## src/rtl/controle_nivel_valvula.sv

```systemverilog
// Inlet-valve level controller: hysteresis filling, critical-level alarm and a
// filling-timeout fault, driven by strobed packed-BCD distance samples.
//
// state    | meaning
// ---------+---------------------------------------------------------------
// REPOUSO  | valve closed, waiting for confirmed low level
// ENCHENDO | valve open, filling; watching for progress
// CRITICO  | water at/above critical mark, valve forced closed, alarm on
// MANUAL   | valve follows abrir_valv
// FALHA    | filling made no progress, valve closed until limpar_falha
module controle_nivel_valvula #(
  parameter int CONFIRM = 3,
  parameter int TIMEOUT = 60
) (
  input  logic        clock,
  input  logic        reset,
  input  logic [11:0] medida,
  input  logic        medida_pronta,
  input  logic [11:0] nv_crit,
  input  logic [11:0] nv_alto,
  input  logic [11:0] nv_baixo,
  input  logic        manual,
  input  logic        abrir_valv,
  input  logic        limpar_falha,
  output logic        valvula,
  output logic        alarme_critico,
  output logic        falha,
  output logic        erro_medida,
  output logic [2:0]  db_estado
);

  typedef enum logic [2:0] {
    REPOUSO  = 3'b000,
    ENCHENDO = 3'b001,
    CRITICO  = 3'b010,
    MANUAL   = 3'b011,
    FALHA    = 3'b100
  } estado_t;

  localparam logic [3:0] CONF_MAX = 4'(CONFIRM);
  localparam logic [7:0] TMO_MAX  = 8'(TIMEOUT);

  estado_t     estado, estado_nxt;
  logic [3:0]  conf_cnt, conf_nxt;
  logic [7:0]  tmo_cnt, tmo_nxt;
  logic [11:0] ultima, ult_nxt;

  logic bcd_ok, amostra, le_crit, le_alto, ge_baixo, gt_alto;

  assign bcd_ok   = (medida[11:8] <= 4'd9) && (medida[7:4] <= 4'd9) && (medida[3:0] <= 4'd9);
  assign amostra  = medida_pronta && bcd_ok;
  // Valid packed BCD orders the same as plain binary, so compare directly.
  assign le_crit  = amostra && (medida <= nv_crit);
  assign le_alto  = medida <= nv_alto;
  assign gt_alto  = medida > nv_alto;
  assign ge_baixo = medida >= nv_baixo;

  always_comb begin
    estado_nxt = estado;
    conf_nxt   = conf_cnt;
    tmo_nxt    = tmo_cnt;
    ult_nxt    = ultima;
    case (estado)
      REPOUSO: begin
        if (le_crit) estado_nxt = CRITICO;
        else if (manual) estado_nxt = MANUAL;
        else if (amostra) begin
          if (ge_baixo) begin
            if (conf_cnt + 4'd1 >= CONF_MAX) begin
              estado_nxt = ENCHENDO;
              ult_nxt    = medida;
            end else begin
              conf_nxt = conf_cnt + 4'd1;
            end
          end else begin
            conf_nxt = 4'd0;
          end
        end
      end
      ENCHENDO: begin
        if (le_crit) estado_nxt = CRITICO;
        else if (manual) estado_nxt = MANUAL;
        else if (amostra && le_alto) estado_nxt = REPOUSO;
        else if (amostra) begin
          if (medida < ultima) begin
            ult_nxt = medida;
            tmo_nxt = 8'd0;
          end else if (tmo_cnt + 8'd1 >= TMO_MAX) begin
            estado_nxt = FALHA;
          end else begin
            tmo_nxt = tmo_cnt + 8'd1;
          end
        end
      end
      CRITICO: begin
        if (amostra && gt_alto) estado_nxt = manual ? MANUAL : REPOUSO;
      end
      MANUAL: begin
        if (le_crit) estado_nxt = CRITICO;
        else if (!manual) estado_nxt = REPOUSO;
      end
      FALHA: begin
        if (limpar_falha) estado_nxt = REPOUSO;
      end
      default: estado_nxt = REPOUSO;
    endcase
    if (estado_nxt != estado) begin
      conf_nxt = 4'd0;
      tmo_nxt  = 8'd0;
    end
  end

  always_ff @(posedge clock or negedge reset) begin
    if (!reset) begin
      estado         <= REPOUSO;
      conf_cnt       <= 4'd0;
      tmo_cnt        <= 8'd0;
      ultima         <= 12'h999;
      valvula        <= 1'b0;
      alarme_critico <= 1'b0;
      falha          <= 1'b0;
      erro_medida    <= 1'b0;
    end else begin
      estado         <= estado_nxt;
      conf_cnt       <= conf_nxt;
      tmo_cnt        <= tmo_nxt;
      ultima         <= ult_nxt;
      valvula        <= (estado_nxt == ENCHENDO) || ((estado_nxt == MANUAL) && abrir_valv);
      alarme_critico <= estado_nxt == CRITICO;
      falha          <= estado_nxt == FALHA;
      erro_medida    <= medida_pronta && !bcd_ok;
    end
  end

  assign db_estado = estado;

endmodule
```

## config.mk

```make
export PLATFORM = sky130hd
export DESIGN_NAME = controle_nivel_valvula
export DESIGN_NICKNAME = d
export VERILOG_FILES = /design/src/rtl/controle_nivel_valvula.sv
export SDC_FILE = /design/constraint.sdc
export NUM_CORES = 1
export LEC_CHECK = 0
export ABC_AREA = 1
export CELL_PAD_IN_SITES_DETAIL_PLACEMENT = 1
export CELL_PAD_IN_SITES_GLOBAL_PLACEMENT = 2
export CORE_AREA = 2 2 103 105
export DETAILED_ROUTE_END_ITERATION = 10
export DIE_AREA = 0 0 105 107
export GPL_ROUTABILITY_DRIVEN = 0
export GPL_TIMING_DRIVEN = 0
export PLACE_DENSITY = 0.89
export SLEW_MARGIN = 15
export SYNTH_ARGS = -nofsm -noshare
export SYNTH_HDL_FRONTEND = slang
export SYNTH_SLANG_ARGS = --single-unit
```

## constraint.sdc

```tcl
create_clock -name clock -period 3.6 [get_ports clock]
set_input_delay 0.54 -clock clock [delete_from_list [all_inputs] [get_ports clock]]
set_output_delay 0.54 -clock clock [all_outputs]
set_load 0.03 [all_outputs]
```

==> out/results.txt, run 1 <==
Clock Latency Late Sink = 0.29 ns
IO Port Bufs = 60
Crit-path cells = clkdlybuf4s50_1 -> ha_1 -> nand2_1 -> nor2_1 -> and2_1 -> nand2_1 -> nand3_1 -> nand2_1 -> nand2_1 -> nand2_1 -> inv_2 -> nand3_1 -> o21ai_1 -> inv_1 -> nor2_1
Total GRT Usage = 15.8%
Post-route ant nets = 0
Setup TNS Final = 0 ns
CTS tree = yes
Most common cell in the netlist = nand2_1
Final net count = 629
Setup WS post-layout = 0.620 ns
DRC = 0
Multi-input logic area = 0.00187 mm^2
Die area = 0.0112 mm^2
Worst Setup End Kind = flip-flop
Kind of critical path = in -> reg
VDD IR-drop max = 0.000188 V
Vias = 2957
DP HPWL = 6990 um
Clock buffer depth = 2
Avg Inst Size Synth = 6.72 um^2
TritonCTS Buffers = 5
Core area = 0.0101 mm^2
RSZ-0062 raised after global routing = no
Largest area contributor in the netlist = dfrtp_1
Worst Hold Class = in -> async
First-pass DRT Iterations = 4
Seq/Total Area, Yosys = 25.4%
Pin count of the biggest net entering global routing = 32
Measured slew at the worst slew-check pin = 0.751 ns
Vias in the first global route = 3202
Clk slew on worst S/H paths = 0.08 ns
ANT cells = 0
PwrDens = 426 mW/mm^2
Chip Height = 107 um
Initial Util = 30.5%
Post-CTS sizing = 0
Share of the synthesized area in the top cell type = 20.3%
Row count = 37
Pins over their slew limit = 0
CP max stage cell = clkdlybuf4s50_1
Pre-CTS WS = 0.329 ns
Root Driver = clkbuf_8
Distinct cell type count after synthesis = 30
Max Fclk = 0.336 GHz
Post-DR wirelength/cell = 12.6 um
H-tree depth = 2
Post-Layout Cell Count = 662
Layout area overhead = 28.7%
Top cells by area, synth = dfrtp_1, ha_1, nand2_1
Max-cap violation count = 0
First-pass GRT wire length = 14400 um
Post-CTS Hold Buffers = 0
IO Pins = 61
Clk_skew = 0.0102 ns
Syn nets = 562
Synthesis warning total = 0
Hold_ws = 0.315 ns
Share of cells above drive strength 1 = 8.94%
Postcts setup bufs = 0
Cell repeated most along the worst path = nand2_1
Initial antenna violation count = 0
Mapped cell area = 0.00308 mm^2
Main synth FF type = dfrtp_1
Final hold vios = 0
Grt ovf = 0
Clock sinks = 31
Synth Register Bits = 31
Largest stage delay, worst path = 0.56 ns
Period utilisation layout = 82.8%
CP max FO = 8
DR iter-0 viols = 97
Final min period = 2.98 ns
Status = finished clean
Post-Synthesis Cells = 458
Post-synth EDFFs = 0
Final setup fails = 0
Ys async rst share = 100%
FF+latch area = 783 um^2
Leak = 2.08 nW
Max_slew headroom = 50.0%
Fillers = 1322
Worst path required time = 3.82 ns
Vias per inst = 4.47
Worst EP arrival = 3.20 ns
Synth top cells by count = nand2_1, inv_1, ha_1, nor2_1, dfrtp_1
Final Util = 39.3%
Die W = 105 um
Post-Route WL = 8350 um
Placed insts = 654
Startpoint types = primary input
where the power goes:
group / switching (mW) / total (mW) / internal [mW]
Sequential: 0.0554 / 0.511 / 0.455
Clock: 0.143 / 0.367 / 0.224
Combinational: 0.490 / 0.811 / 0.321
Total: 0.688 / 1.69 / 1.00
path summary, 6_finish.rpt:
kind | start | depth (start not counted) | slack, ns | to
hold reg to reg | ultima[11]$_DFFE_PN1P_ | 2 | 0.48 | ultima[11]$_DFFE_PN1P_
setup reg to reg | ultima[11]$_DFFE_PN1P_ | 18 | 1.21 | tmo_cnt[1]$_DFFE_PN0P_
hold / removal | reset | 1 | 0.31 | ultima[2]$_DFFE_PN0P_
min in group clock | ultima[11]$_DFFE_PN1P_ | 2 | 0.48 | ultima[11]$_DFFE_PN1P_
setup / recovery | medida[7] | 15 | 0.62 | tmo_cnt[5]$_DFFE_PN0P_
max in group asynchronous | reset | 1 | 2.80 | tmo_cnt[2]$_DFFE_PN0P_
cell families after synthesis:
logic type	after synthesis	share of synthesized area [%]
flip-flops	31	25.4
buffers and inverters	109	13.7
XOR/XNOR	2	0.569
adder cells (fa/ha/maj)	50	20.3
AO/OA/AOI/OAI	52	8.94
AND/OR/NAND/NOR	214	31.0
per-stage QoR:
stage	total power, mW	instance area [um^2]
3_5_place_dp	1.35	3840
4_1_cts	1.72	3960
6_report	1.69	3960
5_1_grt	1.86	3960
2_1_floorplan	1.07	3080
3_3_place_gp	1.31	3850
final cells by class:
| class | instances | share of cell area (%) |
|---|---|---|
| plain buffers | 3 | 0.600 |
| clock buffers | 6 | 2.08 |
| clock inverters | 2 | 0.884 |
| inverters | 106 | 10.0 |
| multi-input cells | 318 | 47.3 |
| flip-flops and latches | 31 | 19.8 |
| well taps | 136 | 4.29 |
| repair buffers | 60 | 15.0 |
registers in the layout (all words and copies together) (netlist names):
register / count
valvula: 1
alarme_critico: 1
ultima: 12
falha: 1
conf_cnt: 4
tmo_cnt: 8
db_estado: 3
erro_medida: 1
per-layer routing:
layer	part of all wire [%]	track usage (%)	vias to the layer above	wire (um)
met3	2.3	2.74	5	191
met5	0	0	-	0
met1	46	19.5	1373	3840
met4	0.63	2.76	0	53
li1	-	-	1554	-
met2	51	29.2	25	4270
critical path, delay by kind of cell:
family	cells	cell delay, ns
AO/OA/AOI/OAI	1	0.23
AND/OR/NAND/NOR	10	1.35
buffers and inverters	3	0.69
adder cells (fa/ha/maj)	1	0.38
layout by cell type (no fill, tap or decap), drive strengths merged:
master	Yosys	final
nand2	138	138
inv	106	106
clkdlybuf4s50	0	59
ha	50	50
nor2	40	40
dfrtp	25	25
a21oi	24	24
nand3	22	22
o21ai	22	22
clkbuf	0	6
dfstp	6	6
nand4	5	5
nor3	4	4
buf	3	4
and2	3	3
o31ai	3	3
o21a	2	2
xor2	2	2
a21o	1	1
or2	1	1
nand3b	1	1
clkinv	0	1
bufinv	0	1
Note: power is estimated with default switching activity, not from simulation.
==> run 2, diff against run 1 <==
--- a/config.mk
+++ b/config.mk
@@ -8,12 +8,12 @@
 export ABC_AREA = 1
 export CELL_PAD_IN_SITES_DETAIL_PLACEMENT = 1
 export CELL_PAD_IN_SITES_GLOBAL_PLACEMENT = 2
-export CORE_AREA = 2 2 103 105
+export CORE_AREA = 2 2 108 110
 export DETAILED_ROUTE_END_ITERATION = 10
-export DIE_AREA = 0 0 105 107
+export DIE_AREA = 0 0 110 112
 export GPL_ROUTABILITY_DRIVEN = 0
 export GPL_TIMING_DRIVEN = 0
-export PLACE_DENSITY = 0.89
+export PLACE_DENSITY = 0.82
 export SLEW_MARGIN = 15
 export SYNTH_ARGS = -nofsm -noshare
 export SYNTH_HDL_FRONTEND = slang
==> constraint.sdc (replaced) <==
create_clock -name clock -period 3.1 [get_ports clock]
set_input_delay 0.465 -clock clock [delete_from_list [all_inputs] [get_ports clock]]
set_output_delay 0.465 -clock clock [all_outputs]
set_load 0.03 [all_outputs]
==> out/results.txt, run 2 (synthesis results as in run 1) <==
Vias in the first global route = 3201 (-0.031%)
Leak = 2.14 nW (+2.7%)
Die W = 110 um (+4.8%)
Int Pwr = 1.31 mW (+31%)
Max-cap violation count = 0 (unchanged)
Grt ovf = 0 (unchanged)
Number of flip-flops under the largest register name = 12 (unchanged)
Leading registers by flop count = ultima x12, tmo_cnt x8, conf_cnt x4
ANT cells = 0 (unchanged)
Status = finished clean
DRC = 0 (unchanged)
Measured slew at the worst slew-check pin = 0.341 ns (-0.410 ns)
Initial Util = 27.6% (-3.0 points)
Clock buffer depth = 2 (unchanged)
CTS tree = yes
Final setup fails = 0 (unchanged)
Die area = 0.0123 mm^2 (+9.7%)
Design area = 0.00406 mm^2 (+2.5%)
Most frequent cells in the layout = nand2_1, inv_1, clkdlybuf4s50_1
Worst Setup End Kind = flip-flop
Sequential share of power = 28.0% (-2.2 points)
Worst Hold Class = in -> async
IO Pins = 61 (unchanged)
NetSw = 0.826 mW (+20%)
Pins over their slew limit = 0 (unchanged)
Final hold vios = 0 (unchanged)
H-tree depth = 2 (unchanged)
Worst path top cell family by delay = simple AND/OR/NAND/NOR gates
Clock Latency Late Sink = 0.28 ns (about the same)
First-pass GRT wire length = 14700 um (+1.9%)
Clock sinks = 31 (unchanged)
VDD IR-drop max = 0.000318 V (+69%)
Max_slew headroom = 77.2% (+27 points)
Root Driver = clkbuf_16
Initial antenna violation count = 0 (unchanged)
Max Fclk = 0.350 GHz
TritonCTS Buffers = 5 (unchanged)
Startpoint types = primary input
Core area = 0.0112 mm^2 (+11%)
Final net count = 630 (+0.16%)
RSZ-0062 raised after global routing = no
Most common cell after layout, fill and taps aside = nand2_1
Layout area overhead = 31.9%
Final Util = 36.3% (-2.9 points)
Post-route ant nets = 0 (unchanged)
Pin count of the biggest net entering global routing = 32 (unchanged)
Final min period = 2.86 ns
Total GRT Usage = 15.0% (-0.85 points)
Area after DPL = 0.00387 mm^2 (+0.75%)
CP max FO = 10 (+2)
Crit-path cells = clkdlybuf4s50_1 -> ha_1 -> nand2_1 -> nor2_1 -> and2_1 -> nand4_1 -> nand2_1 -> nand2_2 -> a21oi_1 -> nor2_1 -> nand3_1 -> clkbuf_4 -> o21ai_1
Fillers = 1427 (+7.9%)
Count of buffer and inverter cells on the critical path = 2 (-1)
Combinational group share of total power = 44.5% (-3.5 points)
Post-DR wirelength/cell = 12.7 um (+0.72%)
Clock network power share = 27.5% (+5.8 points)
Kind of critical path = in -> reg
Largest stage delay, worst path = 0.55 ns (about the same)
Hold_ws = 0.135 ns (-0.180 ns)
PwrDens = 525 mW/mm^2 (+23%)
Worst EP arrival = 3.02 ns (-0.18 ns)
Clk slew on worst S/H paths = 0.06 ns (-0.02 ns)
IO Port Bufs = 60 (unchanged)
First-pass DRT Iterations = 4 (unchanged)
Vias = 2992 (+1.2%)
Post-Route WL = 8520 um (+1.9%)
Postcts setup bufs = 0 (unchanged)
Chip Height = 112 um (+4.7%)
CP max stage cell = clkdlybuf4s50_1
Period utilisation layout = 92.2%
Switching Share = 38.7% (-2.0 points)
Vias per inst = 4.47 (about the same)
DP HPWL = 6880 um (-1.5%)
Total power = 2.13 mW (+26%)
Worst path required time = 3.26 ns (-0.56 ns)
DR iter-0 viols = 97 (unchanged)
Share of cells above drive strength 1 = 9.30% (+0.36 points)
Row count = 39 (+5.4%)
Clk_skew = 0.00444 ns (-0.00572 ns)
Top reg by flops = ultima
## run 2: what timing repair did
action	CTS	global route
gates resized for setup	0	4
setup endpoints to repair	0	22
hold buffers	0	0
## run 2: metal layers
layer	GRT usage [%]	part of all wire [%]	vias up
met2	26.3	50	39
met5	0	0	-
li1	-	-	1551
met1	19.5	47	1395
met4	2.53	0.66	0
met3	1.99	2.8	7
## run 2: stage by stage
stage,setup WS (ns),std cells,setup TNS (ns)
final,0.243,670,0
after global routing,0.00289,670,0
after CTS,0.0804,670,0
after detailed placement,-0.176,662,-2.67
after global placement,-0.138,661,-1.89
after floorplan,0.986,458,0
## run 2: final timing paths
path	startpoint	endpoint	slack, ns	cells past startpoint
setup / recovery	medida[9]	ultima[10]$_DFFE_PN0P_	0.24	13
hold / removal	reset	tmo_cnt[7]$_DFFE_PN0P_	0.13	2
setup reg to reg	ultima[11]$_DFFE_PN1P_	conf_cnt[1]$_DFFE_PN0P_	0.69	18
hold reg to reg	ultima[3]$_DFFE_PN1P_	ultima[3]$_DFFE_PN1P_	0.47	2
max in group asynchronous	reset	ultima[0]$_DFFE_PN1P_	2.72	2
min in group clock	ultima[3]$_DFFE_PN1P_	ultima[3]$_DFFE_PN1P_	0.47	2
## run 2: final cells by class
class                   count  area [um^2]  share of cell area (%)
repair buffers             61          621                    15.3
flip-flops and latches     31          783                    19.3
multi-input cells         318         1880                    46.3
plain buffers               3         26.3                   0.647
clock inverters             2         35.0                   0.863
clock buffers               6          139                    3.42
well taps                 143          179                    4.41
inverters                 106          398                    9.80
## run 2: power groups by stage
stage / logic [mW] / clock network [mW] / registers [mW]
after floorplan: 0.597 / 0 / 0.640
after global placement: 0.923 / 0 / 0.599
after detailed placement: 0.965 / 0 / 0.605
after CTS: 0.970 / 0.604 / 0.598
after global routing: 1.11 / 0.619 / 0.612
final: 0.949 / 0.586 / 0.597
